File: src/rtl/mwi_pkg.sv
// Shared types and helpers for the moving-window integrator: state encoding,
// default sizing and window-length sanitising.
package mwi_pkg;

  localparam int DATA_WIDTH_DEF  = 16;
  localparam int MAX_WINDOW_DEF  = 64;
  localparam int RECIP_WIDTH_DEF = 16;
  localparam int PTR_W           = $clog2(MAX_WINDOW_DEF);
  localparam int SUM_WIDTH_DEF   = DATA_WIDTH_DEF + PTR_W;

  typedef enum logic {
    FILL = 1'b0,
    RUN  = 1'b1
  } state_e;

  // A zero-length window degenerates to a pass-through of one sample.
  function automatic int unsigned clamp_win_len(input int unsigned len,
                                                input int unsigned max_win);
    if (len == 0) return 1;
    if (len > max_win) return max_win;
    return len;
  endfunction

endpackage

File: src/rtl/mwi_delay_line.sv
// Circular sample buffer: asynchronous read of the oldest sample at ptr,
// synchronous write of the new sample to the same slot; wraps at win_len.
module mwi_delay_line
  import mwi_pkg::*;
#(
  parameter int  DATA_WIDTH = DATA_WIDTH_DEF,
  parameter int  MAX_WINDOW = MAX_WINDOW_DEF,
  localparam int PTR_BITS   = $clog2(MAX_WINDOW),
  localparam int LEN_BITS   = PTR_BITS + 1
) (
  input  logic                  clk,
  input  logic                  rstn,
  input  logic                  flush,
  input  logic                  adv,
  input  logic [LEN_BITS-1:0]   win_len,
  input  logic [DATA_WIDTH-1:0] wr_data,
  output logic [DATA_WIDTH-1:0] rd_data
);

  logic [DATA_WIDTH-1:0] mem_q [MAX_WINDOW];
  logic [PTR_BITS-1:0]   ptr_q, ptr_d;
  logic                  last_slot;

  assign last_slot = ({1'b0, ptr_q} == (win_len - LEN_BITS'(1)));

  // NOTE: every variable gets a default before any branch, so no path can
  // leave it unassigned and infer a latch.
  always_comb begin
    ptr_d = ptr_q;
    if (flush) begin
      ptr_d = '0;
    end else if (adv) begin
      ptr_d = last_slot ? '0 : ptr_q + PTR_BITS'(1);
    end
  end

  // NOTE: sequential state uses non-blocking assignments so every flop
  // samples pre-edge values regardless of process ordering.
  always_ff @(posedge clk or negedge rstn) begin
    if (!rstn) begin
      ptr_q <= '0;
    end else begin
      ptr_q <= ptr_d;
    end
  end

  // NOTE: the sample store has no reset; FILL masks stale contents, and
  // leaving it unreset lets it map onto plain RAM.
  always_ff @(posedge clk) begin
    if (adv) begin
      mem_q[ptr_q] <= wr_data;
    end
  end

  assign rd_data = mem_q[ptr_q];

endmodule

File: src/rtl/mwi_stream.sv
// Moving-window integrator: running sum over a run-time window with optional
// reciprocal normalisation; three-register pipeline from sample to output.
module mwi_stream
  import mwi_pkg::*;
#(
  parameter int  DATA_WIDTH  = DATA_WIDTH_DEF,
  parameter int  MAX_WINDOW  = MAX_WINDOW_DEF,
  parameter int  RECIP_WIDTH = RECIP_WIDTH_DEF,
  parameter int  SUM_WIDTH   = DATA_WIDTH + $clog2(MAX_WINDOW),
  localparam int LEN_BITS    = $clog2(MAX_WINDOW) + 1
) (
  input  logic                   clk,
  input  logic                   rstn,
  input  logic                   en,
  input  logic                   cfg_load,
  input  logic [LEN_BITS-1:0]    cfg_win_len,
  input  logic                   cfg_avg,
  input  logic [RECIP_WIDTH-1:0] cfg_recip,
  input  logic                   s_valid,
  input  logic [DATA_WIDTH-1:0]  s_data,
  output logic                   m_valid,
  output logic [SUM_WIDTH-1:0]   m_data,
  output logic                   m_full
);

  localparam int                    PROD_W  = SUM_WIDTH + RECIP_WIDTH;
  localparam logic [DATA_WIDTH-1:0] SAT_MAX = '1;

  // Configuration
  logic [LEN_BITS-1:0]    win_len_q, win_len_d, win_len_cfg;
  logic                   avg_q, avg_d;
  logic [RECIP_WIDTH-1:0] recip_q, recip_d;

  // Stage 1: running sum
  state_e                 state_q, state_d;
  logic [LEN_BITS-1:0]    fill_cnt_q, fill_cnt_d;
  logic [SUM_WIDTH-1:0]   sum_q, sum_d;
  logic                   s1_valid_q, s1_valid_d;
  logic                   s1_full_q, s1_full_d;

  // Stage 2: sum capture, then output formatting
  logic                   s2_valid_q, s2_valid_d;
  logic [SUM_WIDTH-1:0]   s2_sum_q, s2_sum_d;
  logic                   s2_full_q, s2_full_d;
  logic                   m_valid_q, m_valid_d;
  logic [SUM_WIDTH-1:0]   m_data_q, m_data_d;
  logic                   m_full_q, m_full_d;

  logic                   cfg_fire, accept;
  logic [DATA_WIDTH-1:0]  rd_data, oldest;
  logic [PROD_W-1:0]      prod, avg_full;
  logic [SUM_WIDTH-1:0]   out_data;

  assign cfg_fire    = en & cfg_load;
  assign accept      = en & s_valid & ~cfg_load;
  assign win_len_cfg = LEN_BITS'(clamp_win_len(32'(cfg_win_len), MAX_WINDOW));
  assign oldest      = (state_q == RUN) ? rd_data : '0;

  mwi_delay_line #(
    .DATA_WIDTH (DATA_WIDTH),
    .MAX_WINDOW (MAX_WINDOW)
  ) u_delay_line (
    .clk     (clk),
    .rstn    (rstn),
    .flush   (cfg_fire),
    .adv     (accept),
    .win_len (win_len_q),
    .wr_data (s_data),
    .rd_data (rd_data)
  );

  always_comb begin
    win_len_d  = win_len_q;
    avg_d      = avg_q;
    recip_d    = recip_q;
    state_d    = state_q;
    fill_cnt_d = fill_cnt_q;
    sum_d      = sum_q;
    s1_valid_d = s1_valid_q;
    s1_full_d  = s1_full_q;
    if (cfg_fire) begin
      win_len_d  = win_len_cfg;
      avg_d      = cfg_avg;
      recip_d    = cfg_recip;
      state_d    = FILL;
      fill_cnt_d = '0;
      sum_d      = '0;
      s1_valid_d = 1'b0;
    end else if (en) begin
      s1_valid_d = s_valid;
      if (s_valid) begin
        // Add newest, drop oldest; during FILL the oldest term is zero.
        sum_d = sum_q + SUM_WIDTH'(s_data) - SUM_WIDTH'(oldest);
        if (state_q == FILL) begin
          if (fill_cnt_q == (win_len_q - LEN_BITS'(1))) begin
            state_d = RUN;
          end else begin
            fill_cnt_d = fill_cnt_q + LEN_BITS'(1);
          end
        end
        s1_full_d = (state_d == RUN);
      end
    end
  end

  assign prod     = PROD_W'(s2_sum_q) * PROD_W'(recip_q);
  assign avg_full = prod >> RECIP_WIDTH;

  always_comb begin
    out_data = s2_sum_q;
    if (avg_q) begin
      if (avg_full > PROD_W'(SAT_MAX)) begin
        out_data = SUM_WIDTH'(SAT_MAX);
      end else begin
        out_data = SUM_WIDTH'(avg_full);
      end
    end
  end

  always_comb begin
    s2_valid_d = s2_valid_q;
    s2_sum_d   = s2_sum_q;
    s2_full_d  = s2_full_q;
    m_valid_d  = m_valid_q;
    m_data_d   = m_data_q;
    m_full_d   = m_full_q;
    if (cfg_fire) begin
      // A reconfiguration discards anything still in flight.
      s2_valid_d = 1'b0;
      m_valid_d  = 1'b0;
    end else if (en) begin
      s2_valid_d = s1_valid_q;
      s2_sum_d   = sum_q;
      s2_full_d  = s1_full_q;
      m_valid_d  = s2_valid_q;
      m_data_d   = out_data;
      m_full_d   = s2_full_q;
    end
  end

  always_ff @(posedge clk or negedge rstn) begin
    if (!rstn) begin
      win_len_q  <= LEN_BITS'(MAX_WINDOW);
      avg_q      <= 1'b0;
      recip_q    <= '0;
      state_q    <= FILL;
      fill_cnt_q <= '0;
      sum_q      <= '0;
      s1_valid_q <= 1'b0;
      s1_full_q  <= 1'b0;
      s2_valid_q <= 1'b0;
      s2_sum_q   <= '0;
      s2_full_q  <= 1'b0;
      m_valid_q  <= 1'b0;
      m_data_q   <= '0;
      m_full_q   <= 1'b0;
    end else begin
      win_len_q  <= win_len_d;
      avg_q      <= avg_d;
      recip_q    <= recip_d;
      state_q    <= state_d;
      fill_cnt_q <= fill_cnt_d;
      sum_q      <= sum_d;
      s1_valid_q <= s1_valid_d;
      s1_full_q  <= s1_full_d;
      s2_valid_q <= s2_valid_d;
      s2_sum_q   <= s2_sum_d;
      s2_full_q  <= s2_full_d;
      m_valid_q  <= m_valid_d;
      m_data_q   <= m_data_d;
      m_full_q   <= m_full_d;
    end
  end

  // A result held while disabled stays hidden until en returns, and is shown
  // exactly once because the next enabled edge replaces it.
  assign m_valid = m_valid_q & en;
  assign m_data  = m_data_q;
  assign m_full  = m_full_q;

endmodule

File: config.mk
export PLATFORM = sky130hd
export DESIGN_NAME = mwi_stream
export DESIGN_NICKNAME = d
export VERILOG_FILES = /design/src/rtl/mwi_pkg.sv /design/src/rtl/mwi_delay_line.sv /design/src/rtl/mwi_stream.sv
export SDC_FILE = /design/constraint.sdc
export NUM_CORES = 2
export LEC_CHECK = 0
export ABC_AREA = 1
export CAP_MARGIN = 20
export CELL_PAD_IN_SITES_DETAIL_PLACEMENT = 1
export CELL_PAD_IN_SITES_GLOBAL_PLACEMENT = 1
export CORE_MARGIN = 4
export CORE_UTILIZATION = 30
export DETAILED_ROUTE_END_ITERATION = 10
export GPL_TIMING_DRIVEN = 0
export PLACE_DENSITY = 0.52
export SETUP_SLACK_MARGIN = 0.02
export SYNTH_ARGS = -nofsm -noshare
export SYNTH_HDL_FRONTEND = slang
export SYNTH_SLANG_ARGS = --single-unit
File: constraint.sdc
create_clock -name clk -period 6.3 [get_ports clk]
set_clock_uncertainty 0.1 [all_clocks]
set_input_delay 0.63 -clock clk [delete_from_list [all_inputs] [get_ports clk]]
set_output_delay 0.63 -clock clk [all_outputs]
set_load 0.02 [all_outputs]
After elaboration in Yosys (flattened, before gate mapping)
Memory sizes are Yosys's and may differ from the RTL's.
Cells that the tools add are included.
{"block": "op_classes", "n_addsub": 5, "n_mul": 1, "order_cmp": 2, "eq_ne": 4, "n_mux": 34, "bitwise": 6, "n_reduce_logical": 8}
{"cell": "$mux W22", "count": 5}
{"cell": "$mux W7", "count": 8}
{"cell": "$mul A22 B16 Y38", "count": 1}
{"cell": "$add A22 B16 Y22", "count": 1}
{"cell": "$gt A22 B16 Y1 const B", "count": 1}
{"cell": "$sub A22 B16 Y22", "count": 1}
{"cell": "$mux W6", "count": 3}
{"cell": "$mux W1", "count": 17}
{"cell": "$mux W16", "count": 1}
{"cell": "$add A7 B1 Y7 const B", "count": 1}
{"cell": "$eq A6 B7 Y1", "count": 1}
{"cell": "$eq A7 B7 Y1", "count": 1}
{"cell": "$gt A7 B7 Y1 const B", "count": 1}
{"cell": "$logic_not A7 Y1", "count": 1}
{"cell": "$sub A7 B1 Y7 const B", "count": 1}
{"cell": "$add A6 B1 Y6 const B", "count": 1}
{"cell": "$reduce_bool A2 Y1", "count": 3}
{"cell": "$and A1 B1 Y1", "count": 4}
{"cell": "$reduce_and A2 Y1", "count": 2}
{"cell": "$reduce_and A4 Y1", "count": 1}
{"cell": "$reduce_and A3 Y1", "count": 1}
{"cell": "$ne A2 B1 Y1 const B", "count": 1}
{"cell": "$ne A2 B2 Y1 const B", "count": 1}
{"cell": "$not A1 Y1", "count": 2}
{"block": "word_totals", "regBits": 110, "ramBits": 1024, "in_bits": 45, "out_inout_bits": 24, "memories": 1}
{"name": "u_delay_line.mem_q", "depth": 64, "word_bits": 16, "rd": 1, "rd_ports_with_merged_regs": 0, "wr": 1, "line_no": "mwi_delay_line.sv:20", "rtl": "logic [DATA_WIDTH-1:0] mem_q [MAX_WINDOW];"}

Depth between registers and ports, before layout
{"block": "logic_depth", "depth_word": 7, "ltp_mapped": 34, "ltp_nobuf": 31}

Modules after synthesis
From an unflattened synthesis, not the netlist that was laid out.
{"block": "hier_totals", "hier_cells": 6772, "area_unflattened_um2": 61716.7}
{"module": "mwi_delay_line", "instances": 1, "cells_per_inst": 4339, "area_per_inst_um2": 43744.5, "seq_area_each_um2": 30899.6}
{"module": "mwi_stream", "instances": 1, "cells_per_inst": 2433, "area_per_inst_um2": 17972.2, "seq_area_each_um2": 2603.7}

Least setup slack after synthesis
OpenSTA, ideal clock, no wires.
{"block": "synth_path", "path_type": "register to register", "start": "register s2_sum_q[14]", "end": "register m_data_q[9], in the netlist m_data[9]", "t_arrival_ns": 5.718, "required_time_ns": 6.083, "slack_ns": 0.365, "stages_incl_launch_ff": 32, "path_buffers": 3, "cell_sequence": "dfrtp_1 > clkbuf_1 > clkbuf_1 > nand2_1 > fa_1 > inv_1 > fa_1 > inv_1 > fa_1 > inv_1 > fa_1 > fa_1 > inv_1 > fa_1 > inv_1 > ha_1 > nand2_1 > nor2_1 > inv_1 > nor3_1 > nand2_1 > nand2_2 > nand2_1 > nand2_1 > nand2_1 > nand2_1 > nand3_2 > nor2_4 > buf_6 > nand3_1 > nand2_1 > nand2_1"}
{"block": "synth_between", "elab_chain_cells": 4}
{"element": "from (decl)", "line_no": "mwi_stream.sv:43", "rtl": "logic [SUM_WIDTH-1:0] s2_sum_q, s2_sum_d;"}
{"element": "from (signal assigned)", "line_no": "mwi_stream.sv:167", "rtl": "s2_sum_q <= s2_sum_d;"}
{"element": "$mul A22 B16 Y38 *", "line_no": "mwi_stream.sv:106", "rtl": "assign prod = PROD_W'(s2_sum_q) * PROD_W'(recip_q);"}
{"element": "$gt A22 B16 Y1", "line_no": "mwi_stream.sv:112", "rtl": "if (avg_full > PROD_W'(SAT_MAX)) begin"}
{"element": "$mux W22 *", "line_no": "mwi_stream.sv:112"}
{"element": "$mux W22 *", "line_no": "mwi_stream.sv:111", "rtl": "if (avg_q) begin"}
{"element": "to (signal assigned)", "line_no": "mwi_stream.sv:170", "rtl": "m_data_q <= m_data_d;"}
{"element": "to (decl)", "line_no": "mwi_stream.sv:46", "rtl": "logic [SUM_WIDTH-1:0] m_data_q, m_data_d;"}
Every way passes the cells marked *; elsewhere a longest branch is shown, timed or not.
A chain may end at the register's enable or synchronous reset.

Final worst setup path
{"block": "layout_path", "start": "register s2_sum_q[8]", "end": "register m_data_q[5], in the netlist m_data[5]"}
Same word-level chain as after synthesis.

==> out/results.md <==
| Item | Value | Unit |
|---|---|---|
| Status | finished with violations | - |
| Violated checks | setup timing | - |
| Delay contributed by the slowest stage of the critical path | 0.58 | ns |
| Crit Path Max Fanout | 6 | - |
| Area fraction of the dominant cell type after synthesis | 0.546 | - |
| First drt pass iteration count | 6 | - |
| Fraction of layout instances using a drive strength above 1 | 0.159 | - |
| Final cycle utilization of the critical path | 1.00 | - |
| Final critical-path required period | 6.32 | ns |
| Yosys warning count | 0 | - |
| Setup repair after global routing missed its margin | true | - |
| Worst slew margin relative to its limit | 0.164 | - |
| Clock Tree Buf Depth | 3 | - |
| Final Non-Filler Cells | 7848 | - |
| Count of final hold-check violations | 0 | - |
| Cell area after synthesis | 0.0563 | mm² |
| Kind of end point of the critical path | flop | - |
| Clk root buf | sky130_fd_sc_hd__clkbuf_16 | - |
| Class of the tightest hold or removal check | in -> reg | - |
| Number of nets in the synthesized netlist | 5373 | - |
| Async S/R FF share, synth | 0.0970 | - |
| Final Max Slew Viols | 0 | - |
| Full die area | 0.195 | mm² |
| CTS H-Tree Depth | 4 | - |
| VDD IR-drop max | 1.03 | mV |
| Routed wire per std cell | 31.4 | µm |
| Setup violation total in the final timing report | 11 | - |
| Final critical-path setup slack | -0.0200 | ns |
| Avg Synthesized Cell Area | 11.5 | µm² |
| Required time of the worst setup path | 6.86 | ns |
| Cell types occupying the most area after synthesis | sky130_fd_sc_hd__edfxtp_1 55%, sky130_fd_sc_hd__fa_1 10%, sky130_fd_sc_hd__nand2_1 8.4% | - |
| Post-synth top flop | sky130_fd_sc_hd__edfxtp_1 | - |
| Post-detailed-routing wire length | 246000 | µm |
| DRC Markers | 0 | - |
| Pwr dens | 511 | mW/mm² |
| Latest clock arrival within the worst-skew pair | 0.80 | ns |
| Worst-path cell with the longest stage delay | sky130_fd_sc_hd__fa_2 | - |
| Critical path data arrival time | 6.88 | ns |
| Classification of the worst setup path | reg -> reg | - |
| Post-detailed-placement half-perimeter wirelength | 168000 | µm |
| Category of the worst setup path launch point | flop | - |
| Antenna violations before repair | 13 | - |
| Routability congestion estimate from global placement | 0.900 | - |
| Share of the yosys chip area belonging to registers | 0.595 | - |
| Initial Utilization | 0.303 | - |
| Leakage power summed over all cells | 26.8 | nW |
| Synthesized netlist cell count | 4903 | - |
| Via count of the first global-routing pass | 42000 | - |
| Remaining Overflow, GRT | 0 | - |
| Cell type contributing the most total cell area after synthesis | sky130_fd_sc_hd__edfxtp_1 | - |
| Num CTS Buffers | 130 | - |
| Clock tree from TritonCTS | done | - |
| Largest net degree at the start of global routing | 76 | - |
| EDFF count, synth | 1024 | - |
| Global routing usage summed across all routing layers | 0.251 | - |
| Number of placed I/O pins | 69 | - |
| Placeable core region | 0.186 | mm² |
| Die span in y | 441 | µm |
| Register bit total from synthesis | 1134 | - |
| Number of buffers added on ports | 68 | - |
| DRC marker count from the first detailed-route iteration | 4325 | - |
| Wire length of the first global-routing pass | 338000 | µm |
| Top achievable clock speed | 158 | MHz |
| Synth cell count leaders | 1265 x sky130_fd_sc_hd__nand2_1, 1024 x sky130_fd_sc_hd__edfxtp_1, 700 x sky130_fd_sc_hd__inv_1, 293 x sky130_fd_sc_hd__fa_1, 229 x sky130_fd_sc_hd__nor2_1 | - |
| Total number of clock tree sinks | 1134 | - |
| Total negative slack | -0.109 | ns |
| Least-Margin Pin Slew | 1.25 | ns |
| Number of different library cells in the post-synthesis netlist | 55 | - |
| Die span in x | 441 | µm |
| Max Cap Viol | 0 | - |
| Area growth syn-to-layout | 21.4 | % |
| Final ANT Viol Nets | 0 | - |
| Setup WS pre-CTS | -1.61 | ns |
| Via-per-instance ratio | 5.24 | - |
| Total placed cells including tap cells | 7530 | - |
| Count leader, synth | sky130_fd_sc_hd__nand2_1 | - |
| Post-CTS clock slew at the launch and capture registers of the worst setup and hold paths | 0.06 | ns |
| Vias post-DR | 41100 | - |
| Final net count | 5735 | - |
| Number of rows created at floorplan | 158 | - |
## layout by cell type, fill, tap and decap left out, types with 119 or more instances in the layout
cell                        count
sky130_fd_sc_hd__a22oi_1      130
sky130_fd_sc_hd__buf_4        119
sky130_fd_sc_hd__clkbuf_16    144
sky130_fd_sc_hd__edfxtp_1    1024
sky130_fd_sc_hd__fa_1         278
sky130_fd_sc_hd__inv_1        678
sky130_fd_sc_hd__nand2_1     1211
sky130_fd_sc_hd__nand4_1      120
sky130_fd_sc_hd__nor2_1       149
sky130_fd_sc_hd__o21ai_0      123
## critical path, delay by kind of cell (launching register included)
kind	cells	cell delay, ns
buffers and inverters	9	0.74
and+or+nand+nor	15	1.33
adders and majority gates	7	3.46
DFF	1	0.52
## what timing repair did
action / in CTS / in global routing
endpoints found under the hold margin: 34 / 0
gates resized for setup: 416 / 96
buffers inserted: 74 / 27
cloned: 4 / 0
hold buffers: 1 / 0
pin swaps: 67 / 72
setup endpoints to repair: 33 / 28
## state kept, by name, indices dropped and copies added, names as in the netlist
| register | count |
|---|---|
| avg_q | 1 |
| fill_cnt_q | 7 |
| m_data | 22 |
| m_full | 1 |
| m_valid_q | 1 |
| recip_q | 16 |
| s1_full_q | 1 |
| s1_valid_q | 1 |
| s2_full_q | 1 |
| s2_sum_q | 22 |
| s2_valid_q | 1 |
| state_q | 1 |
| sum_q | 22 |
| u_delay_line.mem_q | 1024 |
| u_delay_line.ptr_q | 6 |
| win_len_q | 7 |
## cell type report
cell class / instances / area (µm²)
diodes: 6 / 15.0
plain buffers: 196 / 1570
clock buffers: 168 / 3460
clock inverters: 61 / 537
fillers: 20000 / 118000
inverters: 716 / 2690
multi-input cells: 2834 / 20300
flip-flops and latches: 1134 / 33600
well taps: 2480 / 3100
repair buffers: 253 / 3130
## path summary, 6_finish.rpt
| check | slack (ns) | from | cells past startpoint | end |
|---|---|---|---|---|
| min reg2reg | 0.38 | m_data[0] | 2 | m_data[0] |
| max | -0.02 | s2_sum_q[8] | 31 | m_data[5] |
| min in group asynchronous | 0.25 | rstn | 2 | recip_q[15] |
| max in group asynchronous | 5.02 | rstn | 3 | s2_sum_q[2] |
| max reg2reg | -0.02 | s2_sum_q[8] | 31 | m_data[5] |
| min | 0.23 | s_data[9] | 1 | u_delay_line.mem_q[53][9] |
## where the power goes
group / switching [mW] / leakage (nW) / internal (mW) / total [mW]
Clock: 3.25 / 1.94 / 4.04 / 7.29
Combinational: 11.7 / 14.3 / 7.15 / 18.9
Sequential: 0.319 / 10.6 / 8.44 / 8.76
## per-layer routing
layer / track usage / wire length [µm]
met1: 0.338 / 103000
met4: 0.114 / 12500
met2: 0.399 / 113000
met5: 0 / 27
met3: 0.0416 / 17700
## logic make-up (layout without fill, tap and decap cells)
group,after synthesis,count (layout),share of synthesized area
buffers and inverters,935,1394,0.0651
and+or+nand+nor,1747,1747,0.127
AOI/OAI and AO/OA,631,631,0.0750
other,0,6,0
adders and majority gates,425,425,0.134
xor gates and xnor gates,31,31,0.00482
DFF,1134,1134,0.595
## metrics by stage
step	util	area, µm²	hold slack [ns]	power, mW
floorplan	-	56300	0.234	16.9
global placement	0.323	60100	0.370	22.0
detailed placement	0.332	61800	0.373	22.1
CTS	0.364	67800	0.185	33.2
global route	0.367	68300	0.229	37.1
finish	0.367	68400	0.235	34.9
(Power assumes the default switching activity.)
